## src/rtl/uart_rx_pkg.sv

```systemverilog
// Shared UART definitions: receiver state encodings, frame width and default line settings.
// Also used by the transmit side so both ends agree on framing.
package uart_rx_pkg;

    localparam int unsigned DATA_BITS          = 8;
    localparam int unsigned DEFAULT_CLK_FREQ   = 50_000_000;
    localparam int unsigned DEFAULT_BAUD       = 9600;
    localparam int unsigned DEFAULT_OVERSAMPLE = 16;

    typedef enum logic [2:0] {
        ST_IDLE   = 3'd0,
        ST_START  = 3'd1,
        ST_DATA   = 3'd2,
        ST_PARITY = 3'd3,
        ST_STOP   = 3'd4,
        ST_BREAK  = 3'd5
    } rx_state_e;

    // Even parity: the parity bit makes the total count of ones even.
    function automatic logic even_parity(input logic [DATA_BITS-1:0] d);
        return ^d;
    endfunction

endpackage

```

## src/rtl/uart_baud_tick.sv

```systemverilog
// Oversampling tick generator: counts 0..DIV-1 and emits a one-cycle tick after each wrap.
// clr_i holds the counter at zero so a frame always starts on a fresh tick phase.
module uart_baud_tick #(
    parameter int unsigned DIV = 2
) (
    input  logic clk,
    input  logic rst,
    input  logic clr_i,
    output logic tick_o
);

    localparam int unsigned CW = $clog2(DIV);

    logic [CW-1:0] cnt_q, cnt_d;
    logic          tick_q, tick_d;

    always_ff @(posedge clk or posedge rst) begin
        if (rst) begin
            cnt_q  <= '0;
            tick_q <= 1'b0;
        end else begin
            cnt_q  <= cnt_d;
            tick_q <= tick_d;
        end
    end

    always_comb begin
        cnt_d  = cnt_q;
        tick_d = 1'b0;
        if (clr_i) begin
            cnt_d = '0;
        end else if (cnt_q == CW'(DIV - 1)) begin
            cnt_d  = '0;
            tick_d = 1'b1;
        end else begin
            cnt_d = cnt_q + CW'(1);
        end
    end

    assign tick_o = tick_q;

endmodule

```

## src/rtl/uart_rx.sv

```systemverilog
// 8N1 UART receiver with oversampled mid-bit sampling and a held-valid / read-ack output.
// Define UART_RX_PARITY_EN to add an even-parity bit and the parity_err output.
module uart_rx
    import uart_rx_pkg::*;
#(
    parameter int unsigned CLK_FREQ   = DEFAULT_CLK_FREQ,
    parameter int unsigned BAUD       = DEFAULT_BAUD,
    parameter int unsigned OVERSAMPLE = DEFAULT_OVERSAMPLE
) (
    input  logic                 clk,
    input  logic                 rst,
    input  logic                 rx,
    input  logic                 read_en,
    output logic [DATA_BITS-1:0] rx_data,
    output logic                 rx_valid,
    output logic                 frame_err,
`ifdef UART_RX_PARITY_EN
    output logic                 parity_err,
`endif
    output logic                 overrun
);

    localparam int unsigned TICK_DIV = CLK_FREQ / (BAUD * OVERSAMPLE);
    localparam int unsigned MID      = OVERSAMPLE / 2;
    localparam int unsigned TCW      = $clog2(OVERSAMPLE);
    localparam int unsigned BCW      = $clog2(DATA_BITS);

    logic [1:0]           sync_q;
    logic                 rx_s;
    logic                 tick;

    rx_state_e            state_q, state_d;
    logic [TCW-1:0]       tick_cnt_q, tick_cnt_d;
    logic [BCW-1:0]       bit_cnt_q, bit_cnt_d;
    logic [DATA_BITS-1:0] shift_q, shift_d;
    logic [DATA_BITS-1:0] rx_data_q, rx_data_d;
    logic                 rx_valid_q, rx_valid_d;
    logic                 frame_err_q, frame_err_d;
    logic                 overrun_q, overrun_d;
`ifdef UART_RX_PARITY_EN
    logic                 par_bad_q, par_bad_d;
    logic                 parity_err_q, parity_err_d;
`endif

    assign rx_s = sync_q[1];

    uart_baud_tick #(
        .DIV (TICK_DIV)
    ) u_tick (
        .clk    (clk),
        .rst    (rst),
        .clr_i  (state_q == ST_IDLE),
        .tick_o (tick)
    );

    always_ff @(posedge clk or posedge rst) begin
        if (rst) begin
            sync_q       <= 2'b11;
            state_q      <= ST_IDLE;
            tick_cnt_q   <= '0;
            bit_cnt_q    <= '0;
            shift_q      <= '0;
            rx_data_q    <= '0;
            rx_valid_q   <= 1'b0;
            frame_err_q  <= 1'b0;
            overrun_q    <= 1'b0;
`ifdef UART_RX_PARITY_EN
            par_bad_q    <= 1'b0;
            parity_err_q <= 1'b0;
`endif
        end else begin
            sync_q       <= {sync_q[0], rx};
            state_q      <= state_d;
            tick_cnt_q   <= tick_cnt_d;
            bit_cnt_q    <= bit_cnt_d;
            shift_q      <= shift_d;
            rx_data_q    <= rx_data_d;
            rx_valid_q   <= rx_valid_d;
            frame_err_q  <= frame_err_d;
            overrun_q    <= overrun_d;
`ifdef UART_RX_PARITY_EN
            par_bad_q    <= par_bad_d;
            parity_err_q <= parity_err_d;
`endif
        end
    end

    always_comb begin
        state_d      = state_q;
        tick_cnt_d   = tick_cnt_q;
        bit_cnt_d    = bit_cnt_q;
        shift_d      = shift_q;
        rx_data_d    = rx_data_q;
        rx_valid_d   = rx_valid_q;
        frame_err_d  = 1'b0;
        overrun_d    = overrun_q;
`ifdef UART_RX_PARITY_EN
        par_bad_d    = par_bad_q;
        parity_err_d = 1'b0;
`endif

        // A read clears both flags; a frame landing this same cycle re-arms valid below.
        if (read_en && rx_valid_q) begin
            rx_valid_d = 1'b0;
            overrun_d  = 1'b0;
        end

        case (state_q)
            ST_IDLE: begin
                if (!rx_s) begin
                    state_d    = ST_START;
                    tick_cnt_d = '0;
                end
            end

            ST_START: begin
                if (tick) begin
                    if (tick_cnt_q == TCW'(MID - 1)) begin
                        tick_cnt_d = '0;
                        bit_cnt_d  = '0;
                        state_d    = rx_s ? ST_IDLE : ST_DATA;
                    end else begin
                        tick_cnt_d = tick_cnt_q + TCW'(1);
                    end
                end
            end

            ST_DATA: begin
                if (tick) begin
                    if (tick_cnt_q == TCW'(OVERSAMPLE - 1)) begin
                        tick_cnt_d = '0;
                        shift_d    = {rx_s, shift_q[DATA_BITS-1:1]};
                        bit_cnt_d  = bit_cnt_q + BCW'(1);
                        if (bit_cnt_q == BCW'(DATA_BITS - 1)) begin
`ifdef UART_RX_PARITY_EN
                            state_d = ST_PARITY;
`else
                            state_d = ST_STOP;
`endif
                        end
                    end else begin
                        tick_cnt_d = tick_cnt_q + TCW'(1);
                    end
                end
            end

`ifdef UART_RX_PARITY_EN
            ST_PARITY: begin
                if (tick) begin
                    if (tick_cnt_q == TCW'(OVERSAMPLE - 1)) begin
                        tick_cnt_d = '0;
                        par_bad_d  = (rx_s != even_parity(shift_q));
                        state_d    = ST_STOP;
                    end else begin
                        tick_cnt_d = tick_cnt_q + TCW'(1);
                    end
                end
            end
`endif

            // Stop bit sampled mid-bit; leaving here leaves half a bit for the next start edge.
            ST_STOP: begin
                if (tick) begin
                    if (tick_cnt_q == TCW'(OVERSAMPLE - 1)) begin
                        tick_cnt_d = '0;
`ifdef UART_RX_PARITY_EN
                        parity_err_d = par_bad_q;
                        par_bad_d    = 1'b0;
`endif
                        if (rx_s) begin
                            rx_data_d  = shift_q;
                            rx_valid_d = 1'b1;
                            if (rx_valid_q && !read_en) begin
                                overrun_d = 1'b1;
                            end
                            state_d = ST_IDLE;
                        end else begin
                            frame_err_d = 1'b1;
                            state_d     = ST_BREAK;
                        end
                    end else begin
                        tick_cnt_d = tick_cnt_q + TCW'(1);
                    end
                end
            end

            ST_BREAK: begin
                if (rx_s) begin
                    state_d = ST_IDLE;
                end
            end

            default: begin
                state_d = ST_IDLE;
            end
        endcase
    end

    assign rx_data    = rx_data_q;
    assign rx_valid   = rx_valid_q;
    assign frame_err  = frame_err_q;
    assign overrun    = overrun_q;
`ifdef UART_RX_PARITY_EN
    assign parity_err = parity_err_q;
`endif

endmodule

```

## config.mk

```make
export PLATFORM = sky130hd
export DESIGN_NAME = uart_rx
export DESIGN_NICKNAME = d
export VERILOG_FILES = /design/src/rtl/uart_rx_pkg.sv /design/src/rtl/uart_baud_tick.sv /design/src/rtl/uart_rx.sv
export SDC_FILE = /design/constraint.sdc
export NUM_CORES = 1
export LEC_CHECK = 0
export CAP_MARGIN = 20
export CELL_PAD_IN_SITES_DETAIL_PLACEMENT = 1
export CELL_PAD_IN_SITES_GLOBAL_PLACEMENT = 2
export CORE_MARGIN = 1
export CORE_UTILIZATION = 39
export CTS_CLUSTER_SIZE = 16
export DETAILED_ROUTE_END_ITERATION = 16
export HOLD_SLACK_MARGIN = 0.12
export PLACE_DENSITY = 0.82
export SYNTH_ARGS = -nofsm -noshare
export SYNTH_HDL_FRONTEND = slang
export SYNTH_HIERARCHICAL = 1
export SYNTH_SLANG_ARGS = --single-unit
```

## constraint.sdc

```tcl
create_clock -name clk -period 2.5 [get_ports clk]
set_clock_uncertainty 0.15 [all_clocks]
set_input_delay 0.25 -clock clk [delete_from_list [all_inputs] [get_ports clk]]
set_output_delay 0.25 -clock clk [all_outputs]
set_load 0.02 [all_outputs]
```

==> Yosys cells after proc, flatten, opt, wreduce, memory -nomap -nowiden <==
Cells that the tools add are included.
{ "op_classes": {"div_mod_pow": 0, "add_sub_neg": 3, "eq_ne": 18, "order_cmp": 0, "bitwise_logic": 0, "shift": 0, "reduce_logical": 12, "muxes": 42, "n_mul": 0} }
{ "op_table": {"columns": ["op", "count"], "rows": [
  ["3-bit two-way mux", 14],
  ["4-bit two-way mux", 5],
  ["9-bit two-way mux", 2],
  ["1-bit two-way mux", 17],
  ["3-bit case mux with 5 select lines", 1],
  ["2-bit != test, second input constant", 6],
  ["4-bit case mux with 3 select lines", 1],
  ["9-bit by 1-bit adder with 9-bit output, second input constant", 1],
  ["3-bit == test, second input constant", 3],
  ["9-bit == test, second input constant", 1],
  ["9-bit AND reduction", 1],
  ["2-bit by 1-bit != test with 1-bit output, second input constant", 4],
  ["4-bit AND reduction", 2],
  ["3-bit case mux with 2 select lines", 1],
  ["5-bit AND reduction", 1],
  ["4-bit by 1-bit adder with 4-bit output, second input constant", 1],
  ["4-bit by 3-bit == test with 1-bit output, second input constant", 1],
  ["4-bit == test, second input constant", 1],
  ["3-bit by 1-bit adder with 3-bit output, second input constant", 1],
  ["3-bit by 1-bit == test with 1-bit output, second input constant", 1],
  ["3-bit by 2-bit == test with 1-bit output, second input constant", 1],
  ["3-bit zero test", 1],
  ["3-bit AND reduction", 1],
  ["3-bit nonzero test", 1],
  ["other kinds (5)", 6]
]} }
{ "totals": {"mem_bits_ro": 0, "latch_bits": 0, "memories": 0, "register_bits": 41, "elab_cells": 86, "ram_bits": 0, "out_inout_bits": 11} }

==> Depth between registers and ports, before layout <==
{ "depth": {"word_depth": 7, "mapped_depth": 7} }

==> By module <==
Netlist, hierarchy kept.
{ "by_module_without_submodules": {"columns": ["module", "cells_per_inst", "area_each_um2", "instances"], "rows": [
  ["uart_rx", 111, 1397.6, 1],
  ["uart_baud_tick", 48, 491.7, 1]
]} }

==> Worst setup path after synthesis <==
Ideal clock, no wire load.
{ "synth_timing": {"path_kind": "register to register", "startpoint": "reg state_q[0]", "endpoint": "reg shift_q[0]", "arrival_time_ps": 1740, "slack_ps": 485, "stages_incl_launch_ff": 7, "t_required_ps": 2225, "n_path_buf": 2, "synth_period_minus_slack_ps": 2015, "cell_sequence": "dfrtp_1 buf_6 xnor2_1 a311oi_2 nor4_1 buf_2 mux2_2"} }
{ "synth_via": {"elab_chain_cells": 2} }
{ "synth_rtl": {"columns": ["element", "line_no", "rtl"], "rows": [
  ["start: declaration", "uart_rx.sv:32", "rx_state_e state_q, state_d;"],
  ["start signal: assignment", "uart_rx.sv:73", "state_q <= state_d;"],
  ["3-bit by 2-bit == test with 1-bit output", "uart_rx.sv:108", "case (state_q)"],
  ["3-bit AND reduction (no line)", null, null],
  ["end signal: assignment", "uart_rx.sv:76", "shift_q <= shift_d;"],
  ["end: declaration", "uart_rx.sv:35", "logic [DATA_BITS-1:0] shift_q, shift_d;"]
]} }
Every way passes these cells.
A chain may end at the register's enable or synchronous reset.

==> Worst setup path in the final report <==
{ "layout_timing": {"startpoint": "reg state_q[1]", "endpoint": "reg state_q[2]"} }
{ "layout_via": {"elab_chain_cells": 3} }
{ "layout_rtl": {"columns": ["element", "line_no"], "rows": [
  ["3-bit by 1-bit == test with 1-bit output (tied with other cells)", "uart_rx.sv:108"],
  ["2-bit by 1-bit != test with 1-bit output (no line) / 2-bit != test (equally long branches)", null],
  ["9-bit AND reduction (no line)", null]
]} }
Several ways; a longest one is shown, not always the timed one.

==> flow_summary.ini <==
[timing]
tightest_slew_ns = 0.562
min_period_over_period = 0.929
fmax_ghz = 0.431
hold_viol_final = 0
setup_ws_ns = 0.178
tns_ns = 0
min_period_ns = 2.32
rsz0062_at_grt = no
slew-limit-headroom = 0.625
setup_viol = 0
slew_violations = 0

[critical_path]
cp-end-kind = flop
start_kind = flop
required_ns = 2.52
crit_fanout = 11
r2r-end = state_q[2]
worstSetupPathType = reg2reg
critPathArrivalTime_ns = 2.34
r2r_slack_ns = 0.18
r2r-start = state_q[1]
rr_worst_depth = 5

[detailed_routing]
wl_per_cell_um = 16.6
drt-total-wl_um = 3860
antenna_left = 0
route.detailed.drc = 0
drt_iter0_drc = 49
drtPass1Iterations = 4
vias = 1275
vias_per_cell = 5.50

[clock_tree]
cts_resized = 0
postCtsSetupRepairBufs = 0
clkTransAtPathRegs_ns = 0.08
root_buffer = clkbuf_8
hold_buffers = 1
clock_path_buffers = 2
numCtsBuffers = 5
cts.sinks = 41
clock_latency_ns = 0.28
cts_tree = yes
cts-htree-levels = 2

[pwr]
ir_worst_vdd_mv = 0.234
p_per_area_nw_per_um2 = 556
p_leak_uw = 0.000975

[placed_design]
hpwlAfterDp_um = 2850
place_ws_ns = 0.237
io_buffers = 14
place_congestion = 0.829
post-place-cells = 223

[grt]
antenna_found_initial = 0
grt_overflow = 0
grt_pass1_vias = 1419
grt_max_degree = 30
grt_usage = 0.170
grt_pass1_wl_um = 6900

[logic_synthesis]
ys_seq_elements = 41
yosysSeqAreaShare = 0.544
yosysUniqueCellTypes = 44
synth_edf_count = 0
synth_ff_type = dfrtp_1
syn_area_per_cell_um2 = 11.9
synthCells = 159
synth_nets = 168
async_flop_share = 1.00
yosys_warnings = 6
synth.cell_area_um2 = 1890

[run_status]
outcome = finished, final reports clean

[floorplanning]
die_h_um = 71.6
io_pins = 15
num_rows = 24
die_w_um = 71.6
core_um2 = 4500
die_area_um2 = 5130
initial_core_util = 0.419

[final_layout]
diodes = 0
fin_util = 0.494
fin_cells = 232
drive_above_1_share = 0.217
nets = 188
fillers = 479
syn2layout_area_growth_pct = 17.7

[hold_path]
min_path_type = reg2reg
min_to = sync_q[1]
hold_path_startpoint = sync_q[0]
hold_depth = 0

[job]
drv_cap = 0
[Yosys cell counts (2+ instances only)]
library cell  count  share of area
dfrtp_1          39           0.52
mux2_2           17           0.10
nor2_1           11          0.022
o21ai_0           8          0.021
a21oi_1           7          0.019
inv_1             7          0.014
nand3_1           6          0.016
ha_1              5          0.033
nand2_1           5         0.0099
or3_1             4          0.013
a22o_1            3          0.014
nand2b_1          3         0.0099
nor3_1            3         0.0079
xnor2_1           3          0.014
buf_2             2         0.0053
clkbuf_1          2         0.0040
dfstp_2           2          0.028
nand4b_1          2         0.0093
nor3b_1           2         0.0079
o31ai_1           2         0.0079
or4b_1            2          0.011
xor2_1            2         0.0093
[sequential cells by signal, summed over array words and instances (netlist names), named ones only]
register,cells
state_q,3
frame_err,1
shift_q,8
rx_data,8
u_tick/cnt_q,9
bit_cnt_q,3
rx_valid,1
sync_q,2
tick_cnt_q,4
u_tick/tick_o,1
[layout by cell type, fill, tap and decap left out, types with 3 or more instances in the layout]
master and instances:
inv_1 7, xnor2_1 3, nand3_1 6, nand2b_1 3, nor3_1 3, a21oi_1 7
o21ai_0 8, ha_1 5, buf_4 4, a22o_1 3, nor2_1 11, or3_1 4
clkbuf_8 6, mux2_2 17, dfrtp_1 39, clkdlybuf4s50_1 14, nand2_1 5
[how the worst max path moves through the flow]
stage | start | endpoint | depth (start not counted)
finish | state_q[1] | state_q[2] | 5
global route | state_q[1] | state_q[2] | 5
CTS | tick_cnt_q[0] | state_q[2] | 6
detailed placement | tick_cnt_q[0] | state_q[2] | 6
global placement | state_q[1] | state_q[2] | 5
floorplan | state_q[0] | shift_q[0] | 6
[kinds of logic after synthesis]
kind of cell,Yosys count,synth area share
simple gates,47,0.147
flops,41,0.544
xor+xnor,5,0.0232
compound gates,31,0.118
fa+ha+maj,5,0.0331
mux,17,0.101
buf+inv,13,0.0331
[stage by stage]
| step | instance area [um2] | power (uW) | hold WS (ns) |
|---|---|---|---|
| floorplan | 1890 | 691 | -0.0598 |
| global placement | 2090 | 701 | 0.196 |
| detailed placement | 2090 | 702 | 0.198 |
| CTS | 2220 | 1250 | 0.216 |
| global route | 2220 | 1290 | 0.224 |
| finish | 2220 | 1240 | 0.217 |
[critical path, stage by stage (launching register included)]
cell and delay, ns:
dfrtp_1 0.50, xnor2_1 0.41, o22ai_1 0.18, a2111oi_2 0.55, o31ai_1 0.19, a32o_1 0.23
[layer usage]
layer | GRT usage | up-vias | routed length (um)
li1 | - | 612 | -
met1 | 0.216 | 647 | 1670
met2 | 0.300 | 12 | 2090
met3 | 0.0309 | 4 | 70
met4 | 0.0414 | 0 | 32
met5 | 0 | - | 0
[report_power, final]
group          internal (uW)  total (uW)  switching, uW
clock                    325         549            224
sequential               666         667           1.80
combinational           6.85        21.5           14.7
[layout make-up]
cell class              instances  area, um2  area share
well taps                      52       65.1      0.0292
clock inverters                 2       37.5      0.0169
multi-input cells             105        805       0.362
inverters                       7       26.3      0.0118
flip-flops and latches         41       1030       0.462
clock buffers                   6       82.6      0.0371
repair buffers                 19        180      0.0810
No activity file was read; power rests on OpenSTA's default activity.
